[src/rtl/vga_frame_reader.sv]
// VGA frame reader: scans a FB_W x FB_H RGB565 frame buffer out as
// 640x480@60 VGA timing, doubling each buffer pixel horizontally and
// vertically. Sync, data-enable, frame_start and RGB are all delayed
// by the same number of clocks so they reach the pins together with the
// frame buffer read data.
module vga_frame_reader #(
  parameter int   H_ACTIVE   = 640,
  parameter int   H_FP       = 16,
  parameter int   H_SYNC     = 96,
  parameter int   H_BP       = 48,
  parameter int   V_ACTIVE   = 480,
  parameter int   V_FP       = 10,
  parameter int   V_SYNC     = 2,
  parameter int   V_BP       = 33,
  parameter int   FB_W       = 320,
  parameter int   FB_H       = 240,
  parameter int   RD_LATENCY = 1,
  parameter logic SYNC_POL   = 1'b0
) (
  input  logic        clk,
  input  logic        rst_n,
  output logic [16:0] rd_addr,
  output logic        rd_en,
  input  logic [15:0] rd_data,
  output logic        hsync,
  output logic        vsync,
  output logic        de,
  output logic [4:0]  red,
  output logic [5:0]  green,
  output logic [4:0]  blue,
  output logic        frame_start
);

  localparam int H_TOTAL = H_ACTIVE + H_FP + H_SYNC + H_BP;
  localparam int V_TOTAL = V_ACTIVE + V_FP + V_SYNC + V_BP;
  localparam int H_W     = $clog2(H_TOTAL);
  localparam int V_W     = $clog2(V_TOTAL);
  // Flag pipeline spans the address register plus the RAM read latency.
  localparam int DEPTH   = RD_LATENCY + 1;

  localparam logic [H_W-1:0] H_LAST   = H_W'(H_TOTAL - 1);
  localparam logic [H_W-1:0] H_ACT    = H_W'(H_ACTIVE);
  localparam logic [H_W-1:0] HS_START = H_W'(H_ACTIVE + H_FP);
  localparam logic [H_W-1:0] HS_END   = H_W'(H_ACTIVE + H_FP + H_SYNC);
  localparam logic [V_W-1:0] V_LAST   = V_W'(V_TOTAL - 1);
  localparam logic [V_W-1:0] V_ACT    = V_W'(V_ACTIVE);
  localparam logic [V_W-1:0] VS_START = V_W'(V_ACTIVE + V_FP);
  localparam logic [V_W-1:0] VS_END   = V_W'(V_ACTIVE + V_FP + V_SYNC);

  localparam logic [16:0] FB_STEP        = 17'(FB_W);
  // Base address of the last buffer line; line_base never moves past it,
  // which keeps every generated address inside the buffer.
  localparam logic [16:0] LAST_LINE_BASE = 17'((FB_H - 1) * FB_W);

  typedef struct packed {
    logic active;
    logic hs;
    logic vs;
    logic first;
  } flags_t;

  logic [H_W-1:0] h_cnt;
  logic [V_W-1:0] v_cnt;
  logic [16:0]    line_base;
  flags_t         cur;
  flags_t         pipe [DEPTH];
  flags_t         tap;

  // Stage 0: decode the raw timing flags from the counters.
  always_comb begin
    cur.active = (h_cnt < H_ACT) && (v_cnt < V_ACT);
    cur.hs     = (h_cnt >= HS_START) && (h_cnt < HS_END);
    cur.vs     = (v_cnt >= VS_START) && (v_cnt < VS_END);
    cur.first  = (h_cnt == '0) && (v_cnt == '0);
    tap        = pipe[DEPTH-1];
  end

  // Raster counters and the incremental line base address (no multiplier).
  always_ff @(posedge clk or negedge rst_n) begin
    // NOTE: sequential state uses non-blocking assignments only, so every
    // register samples the pre-edge value of its neighbours.
    if (!rst_n) begin
      h_cnt     <= '0;
      v_cnt     <= '0;
      line_base <= '0;
    end else if (h_cnt == H_LAST) begin
      h_cnt <= '0;
      if (v_cnt == V_LAST) begin
        v_cnt     <= '0;
        line_base <= '0;
      end else begin
        v_cnt <= v_cnt + V_W'(1);
        // Each buffer line covers two screen lines: advance after the odd one.
        if (v_cnt[0] && (v_cnt < V_ACT) && (line_base != LAST_LINE_BASE))
          line_base <= line_base + FB_STEP;
      end
    end else begin
      h_cnt <= h_cnt + H_W'(1);
    end
  end

  // Stage 1: issue the frame buffer read; the address holds during blanking.
  always_ff @(posedge clk or negedge rst_n) begin
    if (!rst_n) begin
      rd_addr <= '0;
      rd_en   <= 1'b0;
    end else begin
      rd_en <= cur.active;
      if (cur.active)
        rd_addr <= line_base + 17'(h_cnt >> 1);
    end
  end

  // Delay the timing flags to match the address register plus RAM latency.
  always_ff @(posedge clk or negedge rst_n) begin
    // NOTE: this register array is reset explicitly so that no stale sync or
    // enable pulses leak out after a mid-frame reset; it is not a RAM.
    if (!rst_n) begin
      for (int i = 0; i < DEPTH; i++) pipe[i] <= '0;
    end else begin
      pipe[0] <= cur;
      for (int i = 1; i < DEPTH; i++) pipe[i] <= pipe[i-1];
    end
  end

  // Output stage: register pins together with the returned pixel word.
  always_ff @(posedge clk or negedge rst_n) begin
    if (!rst_n) begin
      hsync       <= ~SYNC_POL;
      vsync       <= ~SYNC_POL;
      de          <= 1'b0;
      frame_start <= 1'b0;
      red         <= '0;
      green       <= '0;
      blue        <= '0;
    end else begin
      hsync       <= tap.hs ? SYNC_POL : ~SYNC_POL;
      vsync       <= tap.vs ? SYNC_POL : ~SYNC_POL;
      de          <= tap.active;
      frame_start <= tap.first;
      red         <= tap.active ? rd_data[15:11] : '0;
      green       <= tap.active ? rd_data[10:5]  : '0;
      blue        <= tap.active ? rd_data[4:0]   : '0;
    end
  end

endmodule
[config.mk]
export PLATFORM = sky130hd
export DESIGN_NAME = vga_frame_reader
export DESIGN_NICKNAME = d
export VERILOG_FILES = /design/src/rtl/vga_frame_reader.sv
export SDC_FILE = /design/constraint.sdc
export NUM_CORES = 1
export LEC_CHECK = 0
export BUFFER_PORTS_ARGS = -buffer_cell sky130_fd_sc_hd__buf_4
export CAP_MARGIN = 0
export CORE_MARGIN = 8
export CORE_UTILIZATION = 24
export DETAILED_ROUTE_END_ITERATION = 10
export GPL_ROUTABILITY_DRIVEN = 1
export HOLD_SLACK_MARGIN = 0.08
export MAX_ROUTING_LAYER = met4
export PLACE_DENSITY = 0.52
export SETUP_SLACK_MARGIN = 0.05
export SLEW_MARGIN = 20
export SYNTH_ARGS = -nofsm -noshare
export SYNTH_HDL_FRONTEND = slang
export SYNTH_SLANG_ARGS = --single-unit
[constraint.sdc]
create_clock -name clk -period 3.91 [get_ports clk]
set_input_delay 0.1955 -clock clk [delete_from_list [all_inputs] [get_ports clk]]
set_output_delay 0.1955 -clock clk [all_outputs]
set_load 0.005 [all_outputs]
Word level (Yosys, flattened, before mapping)
Index checks and enable logic that the tools add are counted.
{"block": "totals", "output_inout_bits": 38, "register_bits": 82, "word_cells": 51, "in_bits": 18}
{"block": "classes", "reduce_logical": 10, "n_eq_ne": 3, "n_mux": 9, "order_cmp": 6, "addsub": 4}
{"cell": "$mux 17", "n": 2}
{"cell": "$add 10x1->10 const B", "n": 2}
{"cell": "$eq 10x10->1 const B", "n": 2}
{"cell": "$logic_not 10->1", "n": 2}
{"cell": "$lt 10x10->1 const B", "n": 2}
{"cell": "$lt 10x9->1 const B", "n": 2}
{"cell": "$mux 10", "n": 2}
{"cell": "$add 17x9->17", "n": 1}
{"cell": "$add 17x9->17 const B", "n": 1}
{"cell": "$ne 17x17->1 const B", "n": 1}
{"cell": "$ge 10x10->1 const B", "n": 1}
{"cell": "$ge 10x9->1 const B", "n": 1}
{"cell": "$mux 5", "n": 2}
{"cell": "$logic_and 1x1->1", "n": 6}
{"cell": "$mux 6", "n": 1}
{"cell": "$mux 1", "n": 2}
{"cell": "$reduce_and 2->1", "n": 1}
{"cell": "$reduce_bool 2->1", "n": 1}

Depth between registers and ports, before layout
{"block": "depth", "depth_word": 5, "mapped_depth": 8, "ltp_nobuf": 7}

Least setup slack after synthesis
No wires, ideal clock.
{"block": "synth_path", "path_kind": "register to register", "startpoint": "register h_cnt[0]", "endpoint": "register v_cnt[8]", "setup_ns": 0.127, "arrival_ns": 1.726, "path_slack_ns": 2.057, "path_stages_with_launch": 7, "n_path_buf": 0, "synth_period_minus_slack_ns": 1.853, "required_ns": 3.783, "path_cell_list": "dfrtp_1 > ha_1 > nand3_4 > nor4_4 > and3_1 > nand4_1 > mux2_1"}
{"block": "synth_between", "elab_chain_cells": 1}
{"element": "start, declared", "line_no": "62", "source": "logic [H_W-1:0] h_cnt;"}
{"element": "start signal, assigned", "line_no": "98", "source": "h_cnt <= h_cnt + H_W'(1);"}
{"element": "$eq 10x10->1", "line_no": "86", "source": "end else if (h_cnt == H_LAST) begin"}
{"element": "end signal, assigned", "line_no": "92", "source": "v_cnt <= v_cnt + V_W'(1);"}
{"element": "end, declared", "line_no": "63", "source": "logic [V_W-1:0] v_cnt;"}
No other way between the ends.
A chain may end at the register's enable or synchronous reset.

Worst setup path after layout
{"block": "layout_path", "startpoint": "register h_cnt[8]", "endpoint": "register rd_addr[14]"}
{"block": "layout_between", "elab_chain_cells": 2, "word_cells_on_any_way": 3, "cone_classes": "add/sub (1); order compare (1); reduce/logical (1)"}
{"element": "branches (longest 2 deep; another with $add 17x9->17)"}
{"element": "end signal, assigned", "line_no": "110", "source": "rd_addr <= line_base + 17'(h_cnt >> 1);"}
{"element": "end, declared", "line_no": "22", "source": "output logic [16:0] rd_addr,"}
Parallel ways; which one is timed is not known.

==> results.yml <==
outcome:
  status: "finished clean"
detailed_routing:
  vias: 2466
  wl_per_cell_um: 13.0
  wl_um: 7400
  drt_iter0_drc: 148
  vias_per_cell: 4.35
  final_antenna_net_count: 0
  drc: 0
  dr.pass1.iters: 6
finish:
  mostFrequentLayoutCell: "dfrtp_1"
  multi_input_area_sq_um: 1370
  layout_common_cells: "dfrtp_1, buf_4, nand2_1"
  fill_cells: 1379
  stdcell_count: 567
  nets: 409
  drive_above_1_share_pct: 22.2
  diodes: 0
  syn2layout_area_growth_pct: 31.8
  ff_latch_area_sq_um: 1900
power:
  p_sw_w: 0.000328
  swShare_pct: 19.0
  power_frac_clock_pct: 50.4
  p_per_area_nw_per_um2: 390
  p_int_w: 0.00140
  power_frac_comb_pct: 3.5
  vdd_drop_max_mv: 0.185
  pwr-share-seq_pct: 46.1
  report.power.total_w: 0.00173
  p_leak_nw: 1.95
placed_design:
  io_buffers: 55
  place_congestion: 0.771
  post-dp-hpwl_um: 5120
  pre_cts_slack_ns: 1.73
  place_inst: 534
clocking:
  postCtsSetupBuffers: 0
  cts_resized: 0
  cts_sinks: 76
  holdBufCountCts: 17
  tritoncts: "yes"
  cts_root_buf: "clkbuf_16"
  clk_pin_slew_worst_paths_ns: 0.06
  insertion_delay_ns: 0.33
  cts-buffers-inserted: 9
  clock_path_buffers: 2
  htreeDepth: 3
sta:
  period_needed_ns: 2.14
  skew_ns: 0.00460
  setup_violations: 0
  min_period_over_period_pct: 54.7
  tns_ns: 0
  hold_violations: 0
  timing.final.max_slew_violations: 0
  max_freq_mhz: 467
  rsz0062_at_grt: "false"
  slew_headroom_pct: 37.7
  tightest_slew_ns: 0.935
  fin_ws_ns: 1.77
logic_synthesis:
  ys_ff_latch: 76
  syn-num-nets: 338
  ys.warnings.count: 0
  avgSynthCellArea_sq_um: 10.8
  syn_area_sq_um: 3370
  ys_seq_area_share_pct: 56.5
  synthCells: 311
  synth_cell_type_count: 46
grt:
  gr-usage-met2_pct: 13.0
  gr-usage-all-layers_pct: 8.99
  grtUsageMet1_pct: 11.0
  global_route.usage.met3_pct: 2.93
  grt_max_degree: 77
  top_usage_layer: "met2"
  grt_pass1_wl_um: 12800
  antenna_found_initial: 0
  first_global_vias: 2486
  overflow: 0
setup_path:
  worstPathArrival_ns: 2.31
  end_kind: "register"
  worstPathRequired_ns: 4.08
  critPathKind: "reg2reg"
  path_max_fanout: 8
  critical_path.startpoint_type: "register"
job:
  maxCapViolCount: 0
worst_hold_path:
  hold_class: "reg2reg"
floorplanning:
  top_level_ports: 56
  initial_core_util_pct: 24.4
  die_x_um: 135
  placementRows: 43
  dieArea_sq_um: 18100
  coreArea_sq_um: 13800
  fp.dieH_um: 135
-- worst max-delay path, stage by stage (launching register included) --
cell	delay [ns]
dfrtp_1	0.46
ha_1	0.35
a21o_1	0.21
a21oi_1	0.56
nor3b_1	0.14
xnor2_1	0.16
o21ai_0	0.09
-- layer usage --
| metal | vias to the layer above | wire [um] |
|---|---|---|
| met2 | 59 | 3320 |
| li1 | 1222 | - |
| met5 | - | 0 |
| met3 | 12 | 448 |
| met1 | 1173 | 3470 |
| met4 | 0 | 151 |
-- worst paths after layout --
kind	cells past startpoint	slack, ns	startpoint	end
setup / recovery	6	1.77	h_cnt[8]$_DFF_PN0_	rd_addr[14]$_DFFE_PN0P_
hold / removal	0	0.35	pipe[4]$_DFF_PN0_	pipe[0]$_DFF_PN0_
setup reg to reg	6	1.77	h_cnt[8]$_DFF_PN0_	rd_addr[14]$_DFFE_PN0P_
hold reg to reg	0	0.35	pipe[4]$_DFF_PN0_	pipe[0]$_DFF_PN0_
max in group asynchronous	2	2.76	rst_n	rd_addr[10]$_DFFE_PN0P_
min in group asynchronous	2	0.56	rst_n	frame_start$_DFF_PN0_
-- per-stage QoR --
step	area (sq um)	util, %	hold WS (ns)
floorplan	3370	-	-0.100
global placement	3960	28.6	0.333
CTS	4440	32.1	0.345
finish	4440	32.1	0.345
detailed placement	3960	28.6	0.336
global route	4440	32.1	0.348
-- final cells by class --
class	count	area share (%)
Multi-Input combinational cell	213	30.9
Sequential cell	76	42.8
Inverter	9	0.760
Tap cell	180	5.07
Clock inverter	5	1.69
Timing Repair Buffer	73	13.3
Clock buffer	11	5.46
-- flip-flops by register name, summed over array words and instances, names as in the netlist, 5 cells and up --
register   flops
pipe           8
blue           5
green          6
v_cnt         10
line_base     11
h_cnt         10
red            5
rd_addr       17
-- cell usage after synthesis (all sizes together) --
library cell	n	share of area (%)
and2	17	3.2
nand2b	3	0.56
dfstp	2	1.6
nor2b	1	0.19
a31oi	1	0.19
a22o	1	0.26
nor3	9	1.7
or4	3	0.89
o211ai	1	0.22
clkbuf	9	1.0
o31a	2	0.52
o2bb2ai	4	1.0
inv	9	1.0
nand4	10	1.9
dfrtp	74	55
nand4b	1	0.45
a21oi	8	1.2
mux2	6	2.0
xnor2	14	3.6
nor4	5	1.4
o21a	1	0.22
or4bb	1	0.33
xor2	6	1.6
a41oi	1	0.26
a21o	1	0.22
buf	4	0.78
nor3b	2	0.45
o31ai	4	0.89
or4b	2	0.59
nand2	36	4.0
nor2	20	2.2
and3	4	0.74
o21ai	32	4.9
ha	9	3.3
o211a	1	0.30
nand3	6	1.3
and4	1	0.26
-- cell families after synthesis --
group | after synthesis | synth area share (%)
xor gates and xnor gates | 20 | 5.20
adders and majority gates | 9 | 3.34
and+or+nand+nor | 121 | 20.0
muxes | 6 | 2.00
DFF | 76 | 56.5
buffers and inverters | 22 | 2.78
AOI/OAI and AO/OA | 57 | 10.2
-- power by group through the flow --
stage / clock (W) / combinational, W / sequential, W
2_1_floorplan: 0 / 0.00000558 / 0.000813
3_3_place_gp: 0 / 0.0000493 / 0.000811
3_5_place_dp: 0 / 0.0000499 / 0.000811
4_1_cts: 0.000907 / 0.0000636 / 0.000797
5_1_grt: 0.000939 / 0.0000687 / 0.000797
6_report: 0.000873 / 0.0000607 / 0.000797
No activity file was read; power rests on OpenSTA's default activity.
